<file path="config.mk">
export PLATFORM = sky130hd
export DESIGN_NAME = shake_squeezer_flat
export DESIGN_NICKNAME = d
export VERILOG_FILES = /design/src/rtl/shake_pkg.sv /design/src/rtl/shake_squeezer_if.sv /design/src/rtl/piso_shreg.sv /design/src/rtl/shake_squeezer.sv /design/src/flat_wrapper.sv
export SDC_FILE = /design/constraint.sdc
export NUM_CORES = 2
export LEC_CHECK = 0
export CORE_AREA = 2 2 567 569
export DETAILED_ROUTE_END_ITERATION = 6
export DIE_AREA = 0 0 569 571
export REMOVE_ABC_BUFFERS = 1
export SLEW_MARGIN = 20
export SYNTH_ARGS = -nofsm -noshare
export SYNTH_HDL_FRONTEND = slang
export SYNTH_SLANG_ARGS = --single-unit
</file>
<file path="constraint.sdc">
create_clock -name clk -period 3.5 [get_ports clk]
set_input_delay 0.7 -clock clk [delete_from_list [all_inputs] [get_ports clk]]
set_output_delay 0.7 -clock clk [all_outputs]
set_load 0.05 [all_outputs]
</file>
<file path="src/rtl/shake_pkg.sv">
// ----------------------------------------------------------------------------
// shake_pkg : shared constants, FSM encoding and rate helper for the squeezer
// Rev 1.0
// ----------------------------------------------------------------------------
`default_nettype none

package shake_pkg;

  localparam int W             = 64;
  localparam int RATE128_WORDS = 21;
  localparam int RATE256_WORDS = 17;
  localparam int RATE_MAX      = 1344;
  localparam int IDX_W         = 5;

  typedef enum logic [1:0] {
    IDLE     = 2'd0,
    WAIT_BLK = 2'd1,
    STREAM   = 2'd2
  } state_t;

  function automatic logic [IDX_W-1:0] rate_words(input logic mode);
    return mode ? IDX_W'(RATE256_WORDS) : IDX_W'(RATE128_WORDS);
  endfunction

endpackage

`default_nettype wire

</file>
<file path="src/rtl/shake_squeezer_if.sv">
// ----------------------------------------------------------------------------
// shake_squeezer_if : control, block-load and output-stream signals of the squeezer
// Rev 1.0
// ----------------------------------------------------------------------------
`default_nettype none

interface shake_squeezer_if #(
  parameter int LEN_W = 32
);
  logic                          start_i;
  logic                          mode_i;
  logic [LEN_W-1:0]              out_len_i;
  logic [shake_pkg::RATE_MAX-1:0] block_i;
  logic                          block_valid_i;
  logic                          block_ready_o;
  logic                          perm_req_o;
  logic [shake_pkg::W-1:0]       data_o;
  logic                          valid_o;
  logic                          ready_i;
  logic                          last_o;
  logic                          busy_o;
  logic                          done_o;

  modport slave (
    input  start_i, mode_i, out_len_i, block_i, block_valid_i, ready_i,
    output block_ready_o, perm_req_o, data_o, valid_o, last_o, busy_o, done_o
  );

  modport master (
    output start_i, mode_i, out_len_i, block_i, block_valid_i, ready_i,
    input  block_ready_o, perm_req_o, data_o, valid_o, last_o, busy_o, done_o
  );

endinterface

`default_nettype wire

</file>
<file path="src/rtl/piso_shreg.sv">
// ----------------------------------------------------------------------------
// piso_shreg : parallel-in / serial-out word shift register, word 0 presented first
// Rev 1.0
// ----------------------------------------------------------------------------
`default_nettype none

module piso_shreg #(
  parameter int W     = shake_pkg::W,
  parameter int WORDS = shake_pkg::RATE128_WORDS
) (
  input  wire logic               clk,
  input  wire logic               rst_n,
  input  wire logic               load,
  input  wire logic               shift,
  input  wire logic [W*WORDS-1:0] din,
  output logic      [W-1:0]       dout
);

  logic [W*WORDS-1:0] sr;

  always_ff @(posedge clk) begin
    if (!rst_n) begin
      sr <= '0;
    end else if (load) begin
      sr <= din;
    end else if (shift) begin
      sr <= {{W{1'b0}}, sr[W*WORDS-1:W]};
    end
  end

  assign dout = sr[W-1:0];

endmodule

`default_nettype wire

</file>
<file path="src/rtl/shake_squeezer.sv">
// ----------------------------------------------------------------------------
// shake_squeezer : streams permuted rate blocks out as W-bit words, requesting
//                  further permutations until the requested length is emitted
// Rev 1.0
// ----------------------------------------------------------------------------
`default_nettype none

module shake_squeezer
  import shake_pkg::*;
#(
  parameter int LEN_W = 32
) (
  input  wire logic        clk,
  input  wire logic        rst_n,
  shake_squeezer_if.slave  bus
);

  state_t           state;
  state_t           state_next;
  logic [IDX_W-1:0] rate;
  logic [IDX_W-1:0] idx;
  logic [LEN_W-1:0] remaining;
  logic             load;
  logic             shift;
  logic             done_set;
  logic             perm_set;
  logic             done_q;
  logic             perm_q;
  logic             start_ok;
  logic [W-1:0]     word0;

  assign start_ok = (state == IDLE) && bus.start_i && (bus.out_len_i != '0);

  always_ff @(posedge clk) begin
    if (!rst_n) begin
      state <= IDLE;
    end else begin
      state <= state_next;
    end
  end

  always_comb begin
    state_next = state;
    load       = 1'b0;
    shift      = 1'b0;
    done_set   = 1'b0;
    perm_set   = 1'b0;
    case (state)
      IDLE: begin
        if (bus.start_i) begin
          if (bus.out_len_i != '0) begin
            state_next = WAIT_BLK;
          end else begin
            done_set = 1'b1;
          end
        end
      end
      WAIT_BLK: begin
        if (bus.block_valid_i) begin
          load       = 1'b1;
          state_next = STREAM;
        end
      end
      STREAM: begin
        if (bus.ready_i) begin
          shift = 1'b1;
          // Final word wins over block exhaustion: no permutation is owed.
          if (remaining == LEN_W'(1)) begin
            state_next = IDLE;
            done_set   = 1'b1;
          end else if (idx == rate - IDX_W'(1)) begin
            state_next = WAIT_BLK;
            perm_set   = 1'b1;
          end
        end
      end
      default: state_next = IDLE;
    endcase
  end

  always_ff @(posedge clk) begin
    if (!rst_n) begin
      rate      <= '0;
      idx       <= '0;
      remaining <= '0;
      done_q    <= 1'b0;
      perm_q    <= 1'b0;
    end else begin
      done_q <= done_set;
      perm_q <= perm_set;
      if (start_ok) begin
        rate      <= rate_words(bus.mode_i);
        remaining <= bus.out_len_i;
      end
      if (load) begin
        idx <= '0;
      end else if (shift) begin
        idx       <= idx + IDX_W'(1);
        remaining <= remaining - LEN_W'(1);
      end
    end
  end

  piso_shreg #(
    .W     (W),
    .WORDS (RATE_MAX / W)
  ) u_piso (
    .clk   (clk),
    .rst_n (rst_n),
    .load  (load),
    .shift (shift),
    .din   (bus.block_i),
    .dout  (word0)
  );

  assign bus.block_ready_o = (state == WAIT_BLK);
  assign bus.valid_o       = (state == STREAM);
  assign bus.data_o        = word0;
  assign bus.last_o        = (state == STREAM) && (remaining == LEN_W'(1));
  assign bus.busy_o        = (state != IDLE);
  assign bus.perm_req_o    = perm_q;
  assign bus.done_o        = done_q;

endmodule

`default_nettype wire

</file>
<file path="src/flat_wrapper.sv">
// flat-port wrapper written by rule: the top's interface ports become plain ports
module shake_squeezer_flat import shake_pkg::*;
#(
  parameter int LEN_W = 32
)
  (clk, rst_n, bus_start_i, bus_mode_i, bus_out_len_i, bus_block_i, bus_block_valid_i, bus_ready_i, bus_block_ready_o, bus_perm_req_o, bus_data_o, bus_valid_o, bus_last_o, bus_busy_o, bus_done_o);
  shake_squeezer_if #(.LEN_W(LEN_W)) bus_i ();
  input  wire logic clk;
  input  wire logic rst_n;
  input wire logic [$bits(bus_i.start_i)-1:0] bus_start_i;
  input wire logic [$bits(bus_i.mode_i)-1:0] bus_mode_i;
  input wire logic [$bits(bus_i.out_len_i)-1:0] bus_out_len_i;
  input wire logic [$bits(bus_i.block_i)-1:0] bus_block_i;
  input wire logic [$bits(bus_i.block_valid_i)-1:0] bus_block_valid_i;
  input wire logic [$bits(bus_i.ready_i)-1:0] bus_ready_i;
  output wire logic [$bits(bus_i.block_ready_o)-1:0] bus_block_ready_o;
  output wire logic [$bits(bus_i.perm_req_o)-1:0] bus_perm_req_o;
  output wire logic [$bits(bus_i.data_o)-1:0] bus_data_o;
  output wire logic [$bits(bus_i.valid_o)-1:0] bus_valid_o;
  output wire logic [$bits(bus_i.last_o)-1:0] bus_last_o;
  output wire logic [$bits(bus_i.busy_o)-1:0] bus_busy_o;
  output wire logic [$bits(bus_i.done_o)-1:0] bus_done_o;
  assign bus_i.start_i = bus_start_i;
  assign bus_i.mode_i = bus_mode_i;
  assign bus_i.out_len_i = bus_out_len_i;
  assign bus_i.block_i = bus_block_i;
  assign bus_i.block_valid_i = bus_block_valid_i;
  assign bus_i.ready_i = bus_ready_i;
  assign bus_block_ready_o = bus_i.block_ready_o;
  assign bus_perm_req_o = bus_i.perm_req_o;
  assign bus_data_o = bus_i.data_o;
  assign bus_valid_o = bus_i.valid_o;
  assign bus_last_o = bus_i.last_o;
  assign bus_busy_o = bus_i.busy_o;
  assign bus_done_o = bus_i.done_o;
  shake_squeezer #(.LEN_W(LEN_W)) u_core (.clk(clk), .rst_n(rst_n), .bus(bus_i));
endmodule
</file>
==> Word level (Yosys, flattened, before mapping) <==
Index checks and enable logic that the tools add are counted.
Widths: inputs -> output; s select.
{ "totals": {"output_inout_bits": 70, "in_bits": 1382, "register_bits": 1390, "word_cells": 55} }
{ "classes": {"muxes": 23, "reduce_logical": 10, "bitwise_logic": 3, "add_sub_neg": 3, "n_eq_ne": 9} }
{ "ops": {"columns": ["operator", "n"], "rows": [
  ["$mux 1344", 2],
  ["$mux 32", 3],
  ["$eq 32x1->1 const B", 1],
  ["$reduce_bool 32->1", 1],
  ["$sub 32x1->32 const B", 1],
  ["$mux 2", 6],
  ["$mux 1", 9],
  ["$ne 2x2->1 const B", 4],
  ["$pmux 2 s3", 1],
  ["$add 5x1->5 const B", 1],
  ["$eq 5x5->1", 1],
  ["$reduce_and 5->1", 1],
  ["$sub 5x1->5 const B", 1],
  ["$reduce_bool 2->1", 2],
  ["$reduce_or 4->1", 1],
  ["$logic_and 1x1->1", 3],
  ["$mux 3", 1],
  ["$ne 3x1->1 const B", 1],
  ["$not 1->1", 3],
  ["$eq 2x1->1 const B", 1],
  ["$eq 2x2->1 const B", 1],
  ["$logic_not 2->1", 1],
  ["$pmux 1 s2", 1],
  ["$reduce_or 2->1", 1]
]} }

==> Depth between registers and ports, before layout <==
{ "depth": {"ltp_word": 6, "ltp_mapped": 9, "mapped_depth_nobuf": 7} }

==> Modules after synthesis <==
Synthesis repeated with hierarchy kept, for this count alone.
{ "unflattened": {"cells_unflattened": 6343, "area_unflattened_um2": 69879.5} }
{ "by_module_without_submodules": {"columns": ["mod", "seq_area_each_um2", "cells_per_inst", "instances", "area_per_inst_um2"], "rows": [
  ["piso_shreg", 26905.8, 6036, 1, 67398.4],
  ["shake_squeezer", 860.8, 307, 1, 2481.1]
]} }

==> Worst setup path after synthesis <==
OpenSTA, ideal clock, no wires.
{ "synth_timing": {"path_kind": "register to register", "startpoint": "register u_core.state[0]", "endpoint": "register u_core.u_piso.sr[419]", "arrival_ps": 2616, "slack_ps": 793, "stages_incl_launch_ff": 10, "path_cell_list": "dfxtp_1 buf_2 nor2b_1 nand2_1 nand2_1 buf_2 clkbuf_1 buf_1 nor2_1 a311oi_1"} }
{ "synth_via": {"elab_chain_len": 3, "word_cells_on_any_way": 6, "cone_classes": "eq/ne (2); mux (3); reduce/logical (1)"} }
{ "synth_rtl": {"columns": ["element", "line_no", "rtl"], "rows": [
  ["start, declared", "shake_squeezer.sv:18", "state_t state;"],
  ["start signal, assigned", "shake_squeezer.sv:38", "state <= state_next;"],
  ["$eq 2x1->1 *", null, null],
  ["via bus_block_ready_o", "flat_wrapper.sv:16", "output wire logic [$bits(bus_i.block_ready_o)-1:0] bus_block_ready_o;"],
  ["$mux 1 *", "shake_squeezer.sv:48", "case (state)"],
  ["$mux 1344 or $reduce_bool 2->1 (tied branches)", null, null],
  ["end signal, assigned", "piso_shreg.sv:25", "sr <= din;"],
  ["end signal, assigned", "piso_shreg.sv:27", "sr <= {{W{1'b0}}, sr[W*WORDS-1:W]};"],
  ["end, declared", "piso_shreg.sv:19", "logic [W*WORDS-1:0] sr;"]
]} }
The timed path passes the listed nets; every way through them passes the cells marked *.
A chain may end at the register's enable or synchronous reset.

==> Final worst setup path <==
{ "layout_timing": {"startpoint": "register u_core.remaining[5]", "endpoint": "output bus_last_o"} }
{ "layout_via": {"elab_chain_len": 2} }
{ "layout_rtl": {"columns": ["element", "line_no", "rtl"], "rows": [
  ["start, declared", "shake_squeezer.sv:22", "logic [LEN_W-1:0] remaining;"],
  ["start signal, assigned", "shake_squeezer.sv:93", "remaining <= bus.out_len_i;"],
  ["start signal, assigned", "shake_squeezer.sv:99", "remaining <= remaining - LEN_W'(1);"],
  ["$eq 32x1->1", "shake_squeezer.sv:119", "assign bus.last_o = (state == STREAM) && (remaining == LEN_W'(1));"],
  ["$logic_and 1x1->1", "shake_squeezer.sv:119", null],
  ["end, declared", "flat_wrapper.sv:20", "output wire logic [$bits(bus_i.last_o)-1:0] bus_last_o;"]
]} }
No other way between the ends.

==> qor.yml <==
status: "complete, no violations"
end_kind: "output pin"
hold_class: "input port to register"
r2r-start: "u_core.state[0]$_SDFFE_PN0P_"
vias: 59600
setup_viol: 0
cp_cell_sequence: "or4_4 > nor3_4 > and3_1 > and3_1 > buf_6"
timing.rr.end: "u_core.u_piso.sr[258]$_SDFFE_PN0P_"
min_to: "u_core.u_piso.sr[1286]$_SDFFE_PN0P_"
power.total_w: 0.0437
drcViolationCount: 0
cp.depth: 5
synth.avg_cell_area_um2: 7.63
final.min_clock_period_ps: 3370
intPower_w: 0.0312
worstHoldPathCells: 3
p_leak_nw: 26.3
post_dp_cell_area_um2: 78600
power_density_nw_per_um2: 517
nets: 10200
crit_type: "register to output pin"
hpwlAfterDp_mm: 213
grt.overflow.total: 0
ys_seq_area_share_pct: 47.1
ys_warn_count: 0
area_growth_syn_to_layout_pct: 43.1
slew_viol_final: 0
synth_flop_cell: "dfxtp_1"
yosysTopAreaCellShare_pct: 47.1
detail_route.wirelength_mm: 275
ff2ff_setup_slack_ps: 580
yosysUniqueCellTypes: 53
cp.required_ps: 2800
grt_setup_unrepaired: "no"
wl_per_cell_um: 20.9
hold_viol_final: 0
path_common_cell: "and3_1"
start_util_pct: 18.5
drt-initial-drc-count: 5193
yosys_register_bits: 1387
ir_drop_mv: 0.541
comb_power_share_pct: 17.2
fillerInstances: 34900
switching_share_pct: 28.6
drive_above_1_share_pct: 6.12
fin_area_um2: 84400
clockPowerShare_pct: 41.3
die_area_um2: 325000
root_buffer: "clkbuf_16"
num_io_pins: 1452
max_slew.worst_pin.slew_ps: 918
netlist_instances: 7731
routabilityCongestion: 0.897
clk_latency_ps: 820
cap_violations: 0
start_kind: "register"
grt_first_pass_wirelength_mm: 384
clkTransAtPathRegs_ps: 60
grt_pass1_vias: 55200
core_area_um2: 319000
crit_fanout: 8
dieWidth_um: 569
drtPass1Iterations: 6
worstPathBufferInverterCount: 1
cts_max_path_buffers: 4
p_sw_w: 0.0125
antenna_found_initial: 155
htreeDepth: 4
rows: 208
die_h_um: 571
synth_edf_count: 0
period_share_pct: 96.4
worst-r2r-cell-count: 8
netlist_area_um2: 59000
drtAntennaViolNets: 0
clock_sinks: 1387
setup_tns_ps: 0
worst_path_largest_cell_delay_ps: 620
place_ws_ps: 369
ctsHoldBuffers: 0
worst_slack_ps: 125
cts_buffers: 169
holdCritStartpoint: "bus_block_i[1286]"
port_buffers: 1451
grt_max_degree: 108
seqPwrFrac_pct: 41.5
routed_via_density: 4.52
arrival_ps: 2670
post-synth-top-area-cell: "dfxtp_1"
cts_tree: "built"
grt_use_total_pct: 16.0
ys_top_cells_by_area: "dfxtp_1, a311oi_1, nand2_1, nor2_1, clkbuf_1"
finClkSkew_ps: 33.3
cp_slowest_cell: "or4_4"
slew_headroom_pct: 38.3
max_freq_ghz: 0.296
async_flop_share_pct: 0
crit_family: "simple AND/OR/NAND/NOR gates"
## power by group through the flow
stage | clock (W) | combinational, W | sequential (W)
2_1_floorplan | 0 | 0.0106 | 0.0185
3_3_place_gp | 0 | 0.00744 | 0.0184
3_5_place_dp | 0 | 0.00751 | 0.0185
4_1_cts | 0.0186 | 0.00755 | 0.0181
5_1_grt | 0.0192 | 0.00827 | 0.0183
6_report | 0.0180 | 0.00750 | 0.0181
## layout make-up
class                      count  area [um2]  area share [%]
timing repair buffer        1709       17600            20.9
multi-input combinational   5523       27900            33.1
sequential                  1387       27800            32.9
inverter                       6        30.0          0.0356
antenna                       77         193           0.228
clock inverter                72         863            1.02
clock buffer                 229        4760            5.63
tap                         4200        5260            6.22
## tightest hold or removal path, cell delays in order
cell             delay (ps)
clkdlybuf4s50_1         400
nand2_1                  60
a21oi_1                  50
## what timing repair did
item | CTS | global route
pin swaps | 1 | 0
buffers inserted | 0 | 0
gates resized for setup | 5 | 1
setup endpoints to repair | 2 | 1
## registers in the layout (all words and copies together), names as in the netlist
name and cells:
u_core.remaining 32, u_core.bus.perm_req_o 1, u_core.idx 5, u_core.u_piso.sr 1344
u_core.rate 2, u_core.state 2, u_core.bus.done_o 1
## cells in the mapped netlist (all sizes together) (2+ instances only)
cell type  number
and2            4
nand2        2625
buf            95
xnor2           3
and3b           2
o2bb2ai         2
clkbuf        720
dfxtp        1387
ha              5
a311oi       1280
a21oi          71
nor2b           3
or2             3
o21ai           3
xor2            5
a2bb2oi         3
o311ai          7
or4             5
nand3          57
nand4           4
a22oi          35
and4b           2
nor3           12
nand2b          6
o211ai          8
nor4           16
nor2         1331
a31oi           8
inv             5
and3            4
or3             9
## placed cells by master (no fill, tap or decap), types with 9 or more instances in the layout
cell | Yosys | routed
a21oi_1 | 71 | 71
a22oi_1 | 35 | 35
a311oi_1 | 1280 | 1280
buf_12 | 0 | 93
buf_4 | 64 | 166
bufinv_16 | 0 | 13
clkbuf_1 | 720 | 31
clkbuf_16 | 0 | 170
clkbuf_8 | 0 | 28
clkdlybuf4s50_1 | 0 | 1448
clkinv_2 | 0 | 26
clkinvlp_4 | 0 | 11
dfxtp_1 | 1387 | 1387
diode_2 | 0 | 77
inv_6 | 0 | 9
nand2_1 | 2625 | 2623
nand3_1 | 56 | 56
nor2_1 | 1331 | 1330
nor3_1 | 11 | 11
nor4_1 | 13 | 13
## through the flow
step	util (%)	hold WS, ps	instances
2_1_floorplan	-	439	6916
3_3_place_gp	24.6	451	12800
3_5_place_dp	24.6	457	12800
4_1_cts	26.4	317	13100
5_1_grt	26.4	388	13200
6_report	26.4	436	13200
## logic make-up (layout without fill, tap and decap cells)
family	after synthesis	count (layout)	synth area share, %
simple gates	4085	4085	26.5
compound gates	1425	1425	20.6
flops	1387	1387	47.1
buf+inv	821	2016	5.65
xor+xnor	8	8	0.119
fa+ha+maj	5	5	0.106
other cells	0	77	0
## worst max path at each step
| stage | from | slack [ps] | end |
|---|---|---|---|
| after floorplan | bus_block_valid_i | -168580 | u_core.u_piso.sr[0]$_SDFFE_PN0P_ |
| after global placement | bus_out_len_i[17] | 310 | u_core.remaining[11]$_SDFF_PN0_ |
| after detailed placement | bus_block_valid_i | 370 | u_core.u_piso.sr[258]$_SDFFE_PN0P_ |
| after CTS | u_core.remaining[5]$_SDFF_PN0_ | 8 | bus_last_o |
| after global routing | u_core.remaining[5]$_SDFF_PN0_ | 20 | bus_last_o |
| final | u_core.remaining[5]$_SDFF_PN0_ | 130 | bus_last_o |
## routing by layer
layer  vias up  share of wire [%]  global-route usage, %
met4        74                3.8                   7.60
met1     27900                 46                   22.2
met5         -               0.17                      0
li1      29100                  -                      -
met2      2054                 41                   22.6
met3       460                8.8                   4.32
No activity file was read; power rests on OpenSTA's default activity.
